### src/rtl/qed_dup_sequencer.sv
// QED duplicate sequencer: forwards original instructions to the core while
// recording them, then replays them rewritten into the duplicate register/memory half.
module qed_dup_sequencer #(
  parameter int unsigned DEPTH      = 16,
  parameter int unsigned REG_OFFSET = 16,
  parameter int unsigned MEM_OFFSET = 64,
  parameter logic [31:0] NOP_INSTR  = 32'h0000007F
) (
  input  logic                       clk,
  input  logic                       rst,
  input  logic                       ena,
  input  logic                       exec_dup,
  input  logic [31:0]                ifu_qed_instruction,
  output logic [31:0]                qed_ifu_instruction,
  output logic                       vld_out,
  output logic                       dup_mode,
  output logic                       sif_commit,
  output logic [$clog2(DEPTH):0]     orig_count,
  output logic [$clog2(DEPTH):0]     dup_count
);

  localparam int unsigned AW = $clog2(DEPTH);
  localparam int unsigned CW = AW + 1;

  localparam logic [1:0] ST_ORIG = 2'd0;
  localparam logic [1:0] ST_DUP  = 2'd1;
  localparam logic [1:0] ST_DONE = 2'd2;

  localparam logic [CW-1:0] LAST_SLOT = CW'(DEPTH - 1);
  localparam logic [4:0]    REG_OFF5  = 5'(REG_OFFSET);
  localparam logic [11:0]   MEM_OFF12 = 12'(MEM_OFFSET);

  logic [1:0]    state_q, state_d;
  logic [31:0]   instr_q, instr_d;
  logic          vld_q, vld_d;
  logic          commit_q, commit_d;
  logic [CW-1:0] orig_q, orig_d;
  logic [CW-1:0] dup_q, dup_d;
  logic          push_en;
  logic [31:0]   fifo_mem [DEPTH];
  logic [31:0]   head;
  logic          fifo_empty;

  // The issue counters double as FIFO pointers: every push bumps orig, every pop bumps dup.
  assign head       = fifo_mem[dup_q[AW-1:0]];
  assign fifo_empty = (orig_q == dup_q);

  function automatic logic [4:0] shift_reg(input logic [4:0] f);
    return (f == 5'd0) ? 5'd0 : f + REG_OFF5;
  endfunction

  function automatic logic [31:0] dup_rewrite(input logic [31:0] ins);
    logic [31:0] r;
    logic [11:0] imm;
    r   = ins;
    imm = 12'd0;
    case (ins[6:0])
      7'b0110011: begin
        r[11:7]  = shift_reg(ins[11:7]);
        r[19:15] = shift_reg(ins[19:15]);
        r[24:20] = shift_reg(ins[24:20]);
      end
      7'b0010011, 7'b1100111: begin
        r[11:7]  = shift_reg(ins[11:7]);
        r[19:15] = shift_reg(ins[19:15]);
      end
      7'b0000011: begin
        r[11:7]  = shift_reg(ins[11:7]);
        r[19:15] = shift_reg(ins[19:15]);
        imm      = ins[31:20] + MEM_OFF12;
        r[31:20] = imm;
      end
      7'b0100011: begin
        r[19:15] = shift_reg(ins[19:15]);
        r[24:20] = shift_reg(ins[24:20]);
        imm      = {ins[31:25], ins[11:7]} + MEM_OFF12;
        r[31:25] = imm[11:5];
        r[11:7]  = imm[4:0];
      end
      7'b1100011: begin
        r[19:15] = shift_reg(ins[19:15]);
        r[24:20] = shift_reg(ins[24:20]);
      end
      7'b0110111, 7'b0010111, 7'b1101111: r[11:7] = shift_reg(ins[11:7]);
      default: r = ins;
    endcase
    return r;
  endfunction

  // NOTE: every signal gets a default at the top of the block so no path infers a latch.
  always_comb begin
    state_d  = state_q;
    instr_d  = instr_q;
    vld_d    = 1'b0;
    commit_d = commit_q;
    orig_d   = orig_q;
    dup_d    = dup_q;
    push_en  = 1'b0;
    if (ena) begin
      vld_d = 1'b1;
      case (state_q)
        ST_ORIG: begin
          if (exec_dup && !fifo_empty) begin
            instr_d = NOP_INSTR;
            state_d = ST_DUP;
          end else begin
            instr_d = ifu_qed_instruction;
            if (ifu_qed_instruction[6:0] != 7'h7F) begin
              push_en = 1'b1;
              orig_d  = orig_q + 1'b1;
              if (orig_q == LAST_SLOT) state_d = ST_DUP;
            end
          end
        end
        ST_DUP: begin
          instr_d = dup_rewrite(head);
          dup_d   = dup_q + 1'b1;
          if (dup_q + 1'b1 == orig_q) begin
            state_d  = ST_DONE;
            commit_d = 1'b1;
          end
        end
        default: instr_d = NOP_INSTR;
      endcase
    end
  end

  // NOTE: non-blocking assignments for all state so every register samples pre-edge values.
  always_ff @(posedge clk) begin
    if (rst) begin
      state_q  <= ST_ORIG;
      instr_q  <= NOP_INSTR;
      vld_q    <= 1'b0;
      commit_q <= 1'b0;
      orig_q   <= '0;
      dup_q    <= '0;
    end else begin
      state_q  <= state_d;
      instr_q  <= instr_d;
      vld_q    <= vld_d;
      commit_q <= commit_d;
      orig_q   <= orig_d;
      dup_q    <= dup_d;
    end
  end

  // NOTE: storage has no reset; emptiness comes from the counters, so stale data is never read.
  always_ff @(posedge clk) begin
    if (push_en) fifo_mem[orig_q[AW-1:0]] <= ifu_qed_instruction;
  end

  assign qed_ifu_instruction = instr_q;
  assign vld_out             = vld_q;
  assign dup_mode            = (state_q != ST_ORIG);
  assign sif_commit          = commit_q;
  assign orig_count          = orig_q;
  assign dup_count           = dup_q;

endmodule

### config.mk
export PLATFORM = sky130hd
export DESIGN_NAME = qed_dup_sequencer
export DESIGN_NICKNAME = d
export VERILOG_FILES = /design/src/rtl/qed_dup_sequencer.sv
export SDC_FILE = /design/constraint.sdc
export NUM_CORES = 1
export LEC_CHECK = 0
export CAP_MARGIN = 20
export CORE_UTILIZATION = 35
export CTS_BUF_LIST = sky130_fd_sc_hd__clkbuf_4
export DETAILED_ROUTE_END_ITERATION = 12
export PLACE_DENSITY_LB_ADDON = 0.08
export SYNTH_ARGS = -nofsm -noshare
export SYNTH_HDL_FRONTEND = slang
export SYNTH_SLANG_ARGS = --single-unit
### constraint.sdc
create_clock -name clk -period 4.6 [get_ports clk]
set_clock_uncertainty 0.2 [all_clocks]
set_input_delay 0.46 -clock clk [delete_from_list [all_inputs] [get_ports clk]]
set_output_delay 0.46 -clock clk [all_outputs]
set_load 0.03 [all_outputs]
Word-level counts from Yosys, hierarchy flattened
Memories as Yosys holds them, arrays and structs flattened. A register that Yosys moved wholly into a read port is not among the register bits.
Cells that the tools add are included.
{"block": "op_classes", "add_sub_neg": 7, "mul": 0, "n_div": 0, "n_lt_le_gt_ge": 0, "eq_ne": 17, "shift": 0, "muxes": 23, "bitwise": 1, "reduce_logical": 15}
{"operator": "$pmux W32 S2", "n": 1}
{"operator": "$mux W32", "n": 1}
{"operator": "$add A12 B7 Y12 const B", "n": 2}
{"operator": "$eq A7 B6 Y1 const B", "n": 3}
{"operator": "$eq A7 B7 Y1 const B", "n": 3}
{"operator": "$mux W5", "n": 4}
{"operator": "$pmux W5 S2", "n": 2}
{"operator": "$add A5 B5 Y5 const B", "n": 3}
{"operator": "$logic_not A5 Y1", "n": 3}
{"operator": "$eq A7 B5 Y1 const B", "n": 2}
{"operator": "$pmux W7 S2", "n": 1}
{"operator": "$add A5 B1 Y5 const B", "n": 2}
{"operator": "$eq A5 B5 Y1", "n": 2}
{"operator": "$mux W2", "n": 4}
{"operator": "$mux W4", "n": 2}
{"operator": "$eq A7 B2 Y1 const B", "n": 1}
{"operator": "$mux W1", "n": 7}
{"operator": "$ne A7 B7 Y1 const B", "n": 1}
{"operator": "$reduce_or A7 Y1", "n": 1}
{"operator": "$ne A3 B3 Y1 const B", "n": 2}
{"operator": "$reduce_or A6 Y1", "n": 1}
{"operator": "$eq A5 B4 Y1 const B", "n": 1}
{"operator": "$reduce_and A5 Y1", "n": 1}
{"operator": "$pmux W2 S2", "n": 1}
{"operator": "11 further kinds", "n": 12}
{"block": "totals", "reg_bits": 46, "latch_bits": 0, "ramBits": 512, "rom_bits": 0, "in_bits": 36, "out_inout_bits": 45, "word_cells": 70, "mem_count": 1}
{"memory": "fifo_mem", "words": 16, "width": 32, "read_ports": 1, "rd_clocked_by_memory_dff": 1, "write_ports": 1, "line_no": "40", "rtl": "logic [31:0] fifo_mem [DEPTH];"}

Longest topological paths before layout
{"block": "depth", "ltp_word": 8, "depth_mapped": 10, "depth_no_buf": 8}

Worst setup path before layout
Ideal clock, no wire load.
{"block": "synth_path", "kind": "register to register", "startpoint": "register orig_q[3], in the netlist orig_count[3]", "endpoint": "memory fifo_mem[3][0] (enable)", "setup_time_ns": 0.461, "arrival_ns": 4.410, "t_required_ns": 3.939, "path_slack_ns": -0.471, "path_stages_with_launch": 9, "synth_period_minus_slack_ns": 5.071, "cell_sequence": "dfxtp_1 > clkbuf_1 > xnor2_1 > nand2_1 > o41ai_1 > and4_1 > clkbuf_1 > nand2_1 > nor3_1"}
{"block": "synth_between", "elab_chain_len": 8}
{"element": "from (decl)", "line_no": "37", "rtl": "logic [CW-1:0] orig_q, orig_d;"}
{"element": "from (signal assigned)", "line_no": "142", "rtl": "orig_q <= orig_d;"}
{"element": "$eq A5 B5 Y1", "line_no": "46", "rtl": "assign fifo_empty = (orig_q == dup_q);"}
{"element": "$logic_not A1 Y1", "line_no": "103", "rtl": "if (exec_dup && !fifo_empty) begin"}
{"element": "$logic_and A1 B1 Y1", "line_no": "103"}
{"element": "$mux W1", "line_no": "103"}
{"element": "$mux W1", "line_no": "101", "rtl": "case (state_q)"}
{"element": "$mux W1", "line_no": "99", "rtl": "if (ena) begin"}
{"element": "$mux W1", "line_no": "149", "rtl": "if (push_en) fifo_mem[orig_q[AW-1:0]] <= ifu_qed_instruction;"}
{"element": "$mux W1 (not written as such)", "line_no": "149"}
{"element": "to (decl)", "line_no": "40"}
Several ways; a longest one is shown, not always the timed one.

Final worst setup path
{"block": "layout_path", "startpoint": "register orig_q[3], in the netlist orig_count[3]", "endpoint": "memory fifo_mem[15][30] (enable)"}
The elaborated chain is that of the path after synthesis.

==> reports/metrics.yaml <==
floorplan:
  die_x_um: 253
  fp-row-count: 91
  die_h_um: 253
  initial_utilization: 0.356
  pin_count: 81
  coreArea_um2: 61800
  die_area_um2: 63800
route:
  drt_pass1_iterations: 5
  ant_nets: 0
  num_vias: 12000
  drc: 0
  wl_per_cell_um: 27.6
  via_per_inst: 5.26
  first_iter_violations: 1051
  wl_mm: 63.1
status:
  status: "finished, final reports clean"
global_routing:
  grt_pass1_vias: 12300
  grt_max_degree: 41
  grt.overflow.total: 0
  antenna_found_initial: 6
  grt_pass1_wl_mm: 89.5
  gr-usage-all-layers: 0.204
synthesis:
  synth_top_area_share: 0.699
  yosys_register_bits: 562
  synthArstFlopShare: 0
  syn_inst: 1070
  ys_types: 59
  syn_nets: 1113
  ys_top_cells_by_count: "edfxtp_1, mux4_2, nor2_1"
  synth_warnings: 0
  synth_most_common_cell: "edfxtp_1"
  syn_area_per_cell_um2: 20.5
  yosysSeqAreaShare: 0.745
  synth-edff-count: 512
  ys.flop_type: "edfxtp_1"
  netlist_area_um2: 22000
  yosys.area.top_type: "edfxtp_1"
  synth.area.top_cells: "edfxtp_1, mux4_2, dfxtp_1"
clock_network:
  cts_buffers: 156
  root_buffer: "clkbuf_4"
  cts_setup_buffers: 0
  cts_sinks: 562
  cts_hold_buf: 5
  cts_htree_levels: 4
  cts_resized: 0
  cts_tree: "done"
  clk_path_buf_depth: 3
  clk_pin_slew_ns: 0.06
  worstSkewPairLatency_ns: 0.95
final_layout:
  fin_nets: 1360
  final_area_um2: 26400
  multiInputGateArea_um2: 5380
  final_util: 0.428
  syn_to_final_growth_pct: 20.3
  seqCellArea_um2: 16400
  drive_gt1_frac: 0.327
  fillers: 5485
setup_path:
  critical_path.endpoint: "fifo_mem[15][30]$_DFFE_PP_"
  setup.worst_path.start: "orig_count[3]$_SDFFE_PP0P_"
  crit_path_end_kind: "register"
  required_ns: 4.99
  r2r.worst_path.cells: 7
  arrival_ns: 4.04
  r2r_end: "fifo_mem[15][30]$_DFFE_PP_"
  reg2reg_slack_ns: 0.96
  cp-start-kind: "register"
  worstSetupPathType: "reg -> reg"
  crit_fanout: 25
  worstReg2RegStart: "orig_count[3]$_SDFFE_PP0P_"
placed_design:
  dp_slack_ns: 0.968
  dpl_cell_area_um2: 24300
  gp_congestion: 0.821
  dpl.hpwl_mm: 40.6
  port_buffers: 80
sta:
  worstMarginPinSlew_ns: 1.06
  setup_violations: 0
  grt_setup_unrepaired: "no"
  max_freq_mhz: 274
  final-max-slew-violation-count: 0
  worst_slack_ns: 0.957
  tns_ns: 0
  finalCritPeriodShare: 0.792
  min_period_ns: 3.64
  max_slew_margin: 0.291
  finalHoldViolCount: 0
pwr:
  p_leak_nw: 8.45
  vdd_drop_max_uv: 251
  p_per_area_nw_per_um2: 459
run:
  maxCapViolCount: 0
worst_hold_path:
  hp-class: "in -> reg"
cell type report:
cell class,instances,area share
Antenna cell,5,0.000473
Tap cell,837,0.0396
Sequential cell,562,0.620
Clock inverter,41,0.0123
Timing Repair Buffer,145,0.0552
Inverter,10,0.00142
Clock buffer,240,0.0681
Multi-Input combinational cell,442,0.203
registers in the layout, summed over array words and instances, names as in the netlist, named ones only:
name / cells
vld_out: 1
state_q: 2
dup_count: 5
sif_commit: 1
fifo_mem: 512
qed_ifu_instruction: 32
orig_count: 5
where the power goes:
group          internal, W  switching [W]
Clock              0.00271        0.00210
Combinational     0.000577       0.000887
Sequential         0.00575       0.000107
Total              0.00904        0.00309
worst min path at each step:
| stage | to | depth (start not counted) | startpoint |
|---|---|---|---|
| global placement | sif_commit$_SDFFE_PP0P_ | 2 | sif_commit$_SDFFE_PP0P_ |
| floorplan | state_q[1]$_SDFFE_PP0P_ | 2 | state_q[1]$_SDFFE_PP0P_ |
| detailed placement | sif_commit$_SDFFE_PP0P_ | 2 | sif_commit$_SDFFE_PP0P_ |
| finish | fifo_mem[12][22]$_DFFE_PP_ | 2 | ifu_qed_instruction[22] |
| global route | fifo_mem[1][0]$_DFFE_PP_ | 2 | ifu_qed_instruction[0] |
| CTS | fifo_mem[1][0]$_DFFE_PP_ | 2 | ifu_qed_instruction[0] |
critical path, cell delays in order, from the launching register on:
cell and delay [ns]:
dfxtp_1 0.70, xnor2_1 0.22, nand2_1 0.09, o41ai_1 0.51, and4_1 0.49, nand2_1 0.37, nor2_4 0.45, buf_12 0.26
placed cells by master, fill, tap and decap left out, types with 17 or more instances in the layout:
cell / synthesis / layout
dfxtp_1: 50 / 47
nor2_1: 53 / 41
buf_4: 3 / 47
edfxtp_1: 512 / 512
clkdlybuf4s50_1: 0 / 79
mux4_2: 128 / 128
nand2_1: 35 / 35
clkinv_1: 3 / 29
nor3_1: 21 / 17
clkbuf_4: 0 / 240
mux4_1: 21 / 21
kinds of logic after synthesis:
group / Yosys count / share of synthesized area
compound gates: 96 / 0.0330
flops: 562 / 0.745
buf+inv: 66 / 0.0158
fa+ha+maj: 7 / 0.00398
mux: 157 / 0.160
xor+xnor: 12 / 0.00478
simple gates: 170 / 0.0375
per-stage QoR:
stage / power (W) / std cells / hold WS (ns)
final: 0.0121 / 2282 / 0.139
after global routing: 0.0127 / 2280 / 0.0572
after CTS: 0.0123 / 2277 / 0.00437
after detailed placement: 0.00745 / 1991 / 0.243
after global placement: 0.00745 / 1991 / 0.245
after floorplan: 0.00678 / 1070 / 0.292
routing by layer:
| metal | part of all wire | wire length [µm] | GRT usage | up-vias |
|---|---|---|---|---|
| met2 | 0.44 | 27800 | 0.291 | 408 |
| met4 | 0.019 | 1210 | 0.0698 | 0 |
| met3 | 0.059 | 3690 | 0.0486 | 90 |
| met5 | 0 | 0 | 0 | - |
| met1 | 0.48 | 30300 | 0.302 | 6390 |
| li1 | - | - | - | 5122 |
No activity file was read; power rests on OpenSTA's default activity.
